<file path="src/rtl/ect_pkg.sv">
// rtl/ect_pkg.sv - shared ECT types, widths and offset-binary sample conversion
package ect_pkg;

    localparam int DEMOD_ACC_W = 32;
    localparam int DEMOD_RES_W = 32;

    localparam logic [2:0] ST_IDLE      = 3'd0;
    localparam logic [2:0] ST_WAIT_SYNC = 3'd1;
    localparam logic [2:0] ST_ACC       = 3'd2;
    localparam logic [2:0] ST_MAG       = 3'd3;
    localparam logic [2:0] ST_DONE      = 3'd4;

    // Caller passes the raw word zero-extended; the flipped MSB is then sign-extended.
    function automatic logic signed [DEMOD_ACC_W-1:0] ob_to_signed(
        input logic [DEMOD_ACC_W-1:0] raw,
        input int unsigned            width
    );
        logic [DEMOD_ACC_W-1:0]        flipped;
        logic signed [DEMOD_ACC_W-1:0] shl;
        flipped = raw ^ (DEMOD_ACC_W'(1) << (width - 1));
        shl     = signed'(flipped << (DEMOD_ACC_W - width));
        return shl >>> (DEMOD_ACC_W - width);
    endfunction

endpackage

</file>
<file path="src/rtl/demod_ref_gen.sv">
// rtl/demod_ref_gen.sv - phase/period counters and square-wave I/Q references
module demod_ref_gen #(
    parameter int SampPerPeriod = 64,
    parameter int NumPeriods    = 16
) (
    input  logic i_clk,
    input  logic i_resetn,
    input  logic i_clear,
    input  logic i_advance,
    output logic o_ref_i,
    output logic o_ref_q,
    output logic o_last
);

    localparam int PhW  = $clog2(SampPerPeriod);
    localparam int PerW = (NumPeriods > 1) ? $clog2(NumPeriods) : 1;

    logic [PhW-1:0]  r_phase;
    logic [PerW-1:0] r_period;
    logic            w_wrap;

    assign w_wrap = (r_phase == PhW'(SampPerPeriod - 1));

    // Both counts are powers of two, so the phase wraps without an explicit reload.
    always_ff @(posedge i_clk) begin
        if (!i_resetn || i_clear) begin
            r_phase  <= '0;
            r_period <= '0;
        end else if (i_advance) begin
            r_phase <= r_phase + PhW'(1);
            if (w_wrap) begin
                r_period <= r_period + PerW'(1);
            end
        end
    end

    // I is +1 in the first half period; Q is +1 in the middle two quarters.
    assign o_ref_i = ~r_phase[PhW-1];
    assign o_ref_q = r_phase[PhW-1] ^ r_phase[PhW-2];
    assign o_last  = w_wrap && (r_period == PerW'(NumPeriods - 1));

endmodule

</file>
<file path="src/rtl/ect_sync_demod.sv">
// rtl/ect_sync_demod.sv - sync-aligned square-wave I/Q demodulator, |I|+|Q| result
module ect_sync_demod
    import ect_pkg::*;
#(
    parameter int SampPerPeriod = 64,
    parameter int NumPeriods    = 16,
    parameter int AdcWidth      = 14
) (
    input  logic                   Clk,
    input  logic                   Rst,
    input  logic                   DemodEn,
    input  logic                   ADCValid,
    input  logic [AdcWidth-1:0]    ADCDat,
    input  logic                   SyncIn,
    output logic                   DemodReady,
    output logic [DEMOD_RES_W-1:0] DemodResult
);

    logic [2:0]                    r_state;
    logic [2:0]                    w_state_nxt;
    logic signed [DEMOD_ACC_W-1:0] r_acc_i;
    logic signed [DEMOD_ACC_W-1:0] r_acc_q;
    logic signed [DEMOD_ACC_W-1:0] w_sample;
    logic [DEMOD_ACC_W-1:0]        w_abs_i;
    logic [DEMOD_ACC_W-1:0]        w_abs_q;
    logic [DEMOD_RES_W-1:0]        w_mag;
    logic                          w_accept;
    logic                          w_clear;
    logic                          w_ref_i;
    logic                          w_ref_q;
    logic                          w_last;

    assign w_sample = ob_to_signed(DEMOD_ACC_W'(ADCDat), AdcWidth);

    // The sync sample itself is accumulated as phase 0; later SyncIn is ignored.
    assign w_accept = DemodEn && ADCValid &&
                      (((r_state == ST_WAIT_SYNC) && SyncIn) || (r_state == ST_ACC));
    assign w_clear  = !DemodEn || (r_state == ST_IDLE);

    demod_ref_gen #(
        .SampPerPeriod(SampPerPeriod),
        .NumPeriods   (NumPeriods)
    ) u_ref_gen (
        .i_clk    (Clk),
        .i_resetn (Rst),
        .i_clear  (w_clear),
        .i_advance(w_accept),
        .o_ref_i  (w_ref_i),
        .o_ref_q  (w_ref_q),
        .o_last   (w_last)
    );

    always_comb begin
        w_state_nxt = r_state;
        if (!DemodEn) begin
            w_state_nxt = ST_IDLE;
        end else begin
            case (r_state)
                ST_IDLE:      w_state_nxt = ST_WAIT_SYNC;
                ST_WAIT_SYNC: if (w_accept) w_state_nxt = ST_ACC;
                ST_ACC:       if (w_accept && w_last) w_state_nxt = ST_MAG;
                ST_MAG:       w_state_nxt = ST_DONE;
                ST_DONE:      w_state_nxt = ST_DONE;
                default:      w_state_nxt = ST_IDLE;
            endcase
        end
    end

    assign w_abs_i = r_acc_i[DEMOD_ACC_W-1] ? DEMOD_ACC_W'(-r_acc_i) : DEMOD_ACC_W'(r_acc_i);
    assign w_abs_q = r_acc_q[DEMOD_ACC_W-1] ? DEMOD_ACC_W'(-r_acc_q) : DEMOD_ACC_W'(r_acc_q);
    assign w_mag   = DEMOD_RES_W'(w_abs_i + w_abs_q);

    always_ff @(posedge Clk) begin
        if (!Rst) begin
            r_state     <= ST_IDLE;
            r_acc_i     <= '0;
            r_acc_q     <= '0;
            DemodReady  <= 1'b0;
            DemodResult <= '0;
        end else begin
            r_state <= w_state_nxt;

            if (w_clear) begin
                r_acc_i <= '0;
                r_acc_q <= '0;
            end else if (w_accept) begin
                r_acc_i <= w_ref_i ? (r_acc_i + w_sample) : (r_acc_i - w_sample);
                r_acc_q <= w_ref_q ? (r_acc_q + w_sample) : (r_acc_q - w_sample);
            end

            // Result is only rewritten by a completed measurement; ready alone qualifies it.
            if (!DemodEn) begin
                DemodReady <= 1'b0;
            end else if (r_state == ST_MAG) begin
                DemodResult <= w_mag;
                DemodReady  <= 1'b1;
            end
        end
    end

endmodule
</file>
<file path="config.mk">
export PLATFORM = sky130hd
export DESIGN_NAME = ect_sync_demod
export DESIGN_NICKNAME = d
export VERILOG_FILES = /design/src/rtl/ect_pkg.sv /design/src/rtl/demod_ref_gen.sv /design/src/rtl/ect_sync_demod.sv
export SDC_FILE = /design/constraint.sdc
export NUM_CORES = 1
export LEC_CHECK = 0
export CORE_ASPECT_RATIO = 1.25
export CORE_MARGIN = 4
export CORE_UTILIZATION = 37
export CTS_CLUSTER_DIAMETER = 40
export DETAILED_ROUTE_END_ITERATION = 6
export PLACE_DENSITY = 0.65
export SYNTH_ARGS = -nofsm -noshare
export SYNTH_HDL_FRONTEND = slang
export SYNTH_SLANG_ARGS = --single-unit
export TNS_END_PERCENT = 100
</file>
<file path="constraint.sdc">
create_clock -name Clk -period 5.45 [get_ports Clk]
set_clock_uncertainty 0.15 [all_clocks]
set_input_delay 1.635 -clock Clk [delete_from_list [all_inputs] [get_ports Clk]]
set_output_delay 1.635 -clock Clk [all_outputs]
set_load 0.01 [all_outputs]
</file>
==> run_results.csv <==
group,metric,value,unit
yosys,yosysTopAreaCell,"dfxtp_1",
cells_and_area,nFillCells,2830,
floorplan,rows,69,
pwr,power.leakage,0.00569,uW
pwr,power,1780,uW
pwr,cellPowerDensity,132,nW/um2
clock_network,cts_root_buffer,"clkbuf_16",
yosys,synth_compound_area_share,26.4,%
floorplan,die_h,199,um
route,drtIter0Drc,664,
cells_and_area,final_net_count,1754,
critical_path,worst_setup_path_start_kind,"input pin",
yosys,synth_fa_ha_area_share,12.7,%
clock_network,cts_hold_buf,0,
yosys,netlist.area_leader.share,20.5,%
placed_design,dp_hpwl,24600,um
sta,maxSlewViolCount,0,
global_route,grt_pass1_wl,52200,um
floorplan,coreArea,28600,um2
floorplan,ios,52,
route,num_vias,11043,
sta,finalSetupViolations,0,
clock_network,cts_tree,"done",
cells_and_area,final_common_cell,"nand2_1",
clock_network,insertion_delay,0.36,ns
cells_and_area,area_growth,25.3,%
sta,fin_ws,0.110,ns
placed_design,place_ws,-0.795,ns
yosys,synth_nets,1582,
sta,min_period,5.34,ns
clock_network,numCtsBuffers,9,
global_route,overflow,0,
placed_design,place_area,12800,um2
worst_hold_path,hp-class,"reg2reg",
sta,timing.final.hold_violations,0,
cells_and_area,fin_util,47.1,%
route,first_pass_iters,5,
yosys,synthMuxAreaShare,0.943,%
route,viasPerCell,5.46,
critical_path,cp_max_fo,4,
global_route,antenna_found_initial,0,
yosys,synthArstFlopShare,0,%
cells_and_area,finalNonFillerCells,2022,
critical_path,critPathRequiredTime,5.52,ns
yosys,synth.distinct_cells,67,
cells_and_area,final_cell_area,13500,um2
global_route,grt_use_total,19.4,%
yosys,ys_seq_area_share,20.5,%
critical_path,path_class,"in2reg",
global_route,grt_pass1_vias,10666,
sta,slew_headroom,42.9,%
run_status,status,"completed",
yosys,synth_top_family_by_area,"compound AO/OA/AOI/OAI gates",
sta,rsz0062_at_grt,"yes",
yosys,syn-cell-area,10700,um2
floorplan,die_area,31900,um2
route,route.detailed.drc,0,
yosys,synth-seq-cells,110,
cells_and_area,antennaDiodeCount,0,
yosys,synth_edf_count,0,
placed_design,globalplace.congestion,0.912,
route,wl,31000,um
floorplan,start_util,37.6,%
route,avgRoutedWirePerCell,15.3,um
route,final_antenna_net_count,0,
clock_network,htreeDepth,3,
yosys,synth_flop_cell,"dfxtp_1",
floorplan,die_w,160,um
critical_path,arrival,5.41,ns
clock_network,clock-sinks,110,
cells_and_area,layout-drive-gt1-share,17.1,%
yosys,yosysWarnings,0,
yosys,synthSimpleGateAreaFrac,22.4,%
pwr,max-vdd-ir-drop,0.114,mV
yosys,synth_xor_area_share,13.0,%
sta,fin_crit_sh,98.0,%
placed_design,numPlacedInstances,2001,
job,cap_violations,0,
yosys,postSynthAreaPerCell,7.38,um2
yosys,synth_area_leaders,"dfxtp_1, ha_1, xnor2_1, a21oi_1, nand2_1",
placed_design,io_buffers,51,
critical_path,end_kind,"register",
global_route,grt_max_degree,62,
sta,fmax,187,MHz
cells_and_area,layout_common_cells,"nand2_1, buf_4, a21oi_1",
clock_network,clk_path_buf_depth,2,
clock_network,clk_pin_slew,0.08,ns
sta,worstMarginPinSlew,0.855,ns
yosys,postSynthCellCount,1456,
## repair_timing
| action | CTS | global route |
|---|---|---|
| gates cloned | 0 | 0 |
| pin swaps | 21 | 30 |
| resized for setup | 43 | 41 |
| endpoints found under the setup margin | 26 | 23 |
| setup buffers | 3 | 3 |
## layer usage
layer	vias up	routed length, um	global-route usage (%)
met5	-	0	0
li1	5603	-	-
met1	5153	14700	26.2
met4	0	570	4.91
met3	47	909	1.33
met2	240	14800	33.8
## worst max-delay path, stage by stage
cell      delay (ns)
buf_2           0.11
or3_4           0.38
or3_4           0.37
nor3_4          0.22
nor3b_4         0.22
buf_4           0.14
nor2_2          0.04
xnor2_2         0.25
ha_4            0.26
a21oi_2         0.15
o21bai_1        0.13
a221oi_4        0.30
a21oi_2         0.12
o41a_1          0.38
a21o_1          0.24
a31oi_2         0.17
xor2_1          0.22
a211oi_2        0.10
## layout make-up
class | count | area (um2) | area share [%]
clock buffer | 10 | 229 | 1.70
timing repair buffer | 231 | 1860 | 13.8
sequential | 110 | 2200 | 16.4
multi-input combinational | 1235 | 8470 | 62.9
inverter | 41 | 161 | 1.20
tap | 390 | 488 | 3.62
clock inverter | 5 | 58.8 | 0.437
## registers in the layout, summed over array words and instances (netlist names)
name	count
u_ref_gen.r_period	4
r_state	3
DemodReady	1
u_ref_gen.r_phase	6
DemodResult	32
r_acc_q	32
r_acc_i	32
## final timing paths
kind	to	cells after the start	slack, ns	startpoint
worst max register to register	DemodResult[27]$_SDFFE_PN0P_	15	0.35	r_acc_q[0]$_SDFFE_PP0P_
worst min register to register	DemodResult[15]$_SDFFE_PN0P_	2	0.30	DemodResult[15]$_SDFFE_PN0P_
worst max-delay path	r_acc_i[28]$_SDFFE_PP0P_	18	0.11	ADCDat[0]
worst min-delay path	DemodResult[15]$_SDFFE_PN0P_	2	0.30	DemodResult[15]$_SDFFE_PN0P_
## per-stage QoR
stage / hold WS (ns) / setup TNS [ns]
after global placement: 0.289 / -16.13
final: 0.298 / 0
after CTS: 0.303 / 0
after floorplan: 0.317 / -0.0177
after global routing: 0.332 / -0.0928
after detailed placement: 0.295 / -17.60
## cells in the mapped netlist (all sizes together), types with 5 or more instances
cell	n
nand2b	12
or2	7
nor2b	16
and2	5
nand2	199
a31o	6
ha	104
buf	16
and3	17
or4	14
xor2	36
dfxtp	110
mux2i	9
a221oi	6
nor3	21
nor2	106
inv	41
clkbuf	54
a31oi	23
a21oi	167
a211oi	23
a21o	50
nand4	21
nand3	37
o21bai	8
o41ai	13
nor4b	5
o21a	22
nor4	8
o21ai	92
xnor2	123
or3	17
o31ai	21
## cell families (layout without fill, tap and decap cells)
family	Yosys count	in the layout
AND/OR/NAND/NOR	500	500
buffers and inverters	111	287
XOR/XNOR	159	159
adder cells (fa/ha/maj)	107	107
multiplexers	10	10
flip-flops	110	110
AO/OA/AOI/OAI	459	459
## where the power goes
group          internal [uW]  leakage (uW)  switching [uW]  total [uW]
clock network            356      0.000135             332         688
logic                    135       0.00467             146         281
registers                804      0.000886            2.15         806
total                   1300       0.00569             480        1780
No activity file was read; power rests on OpenSTA's default activity.
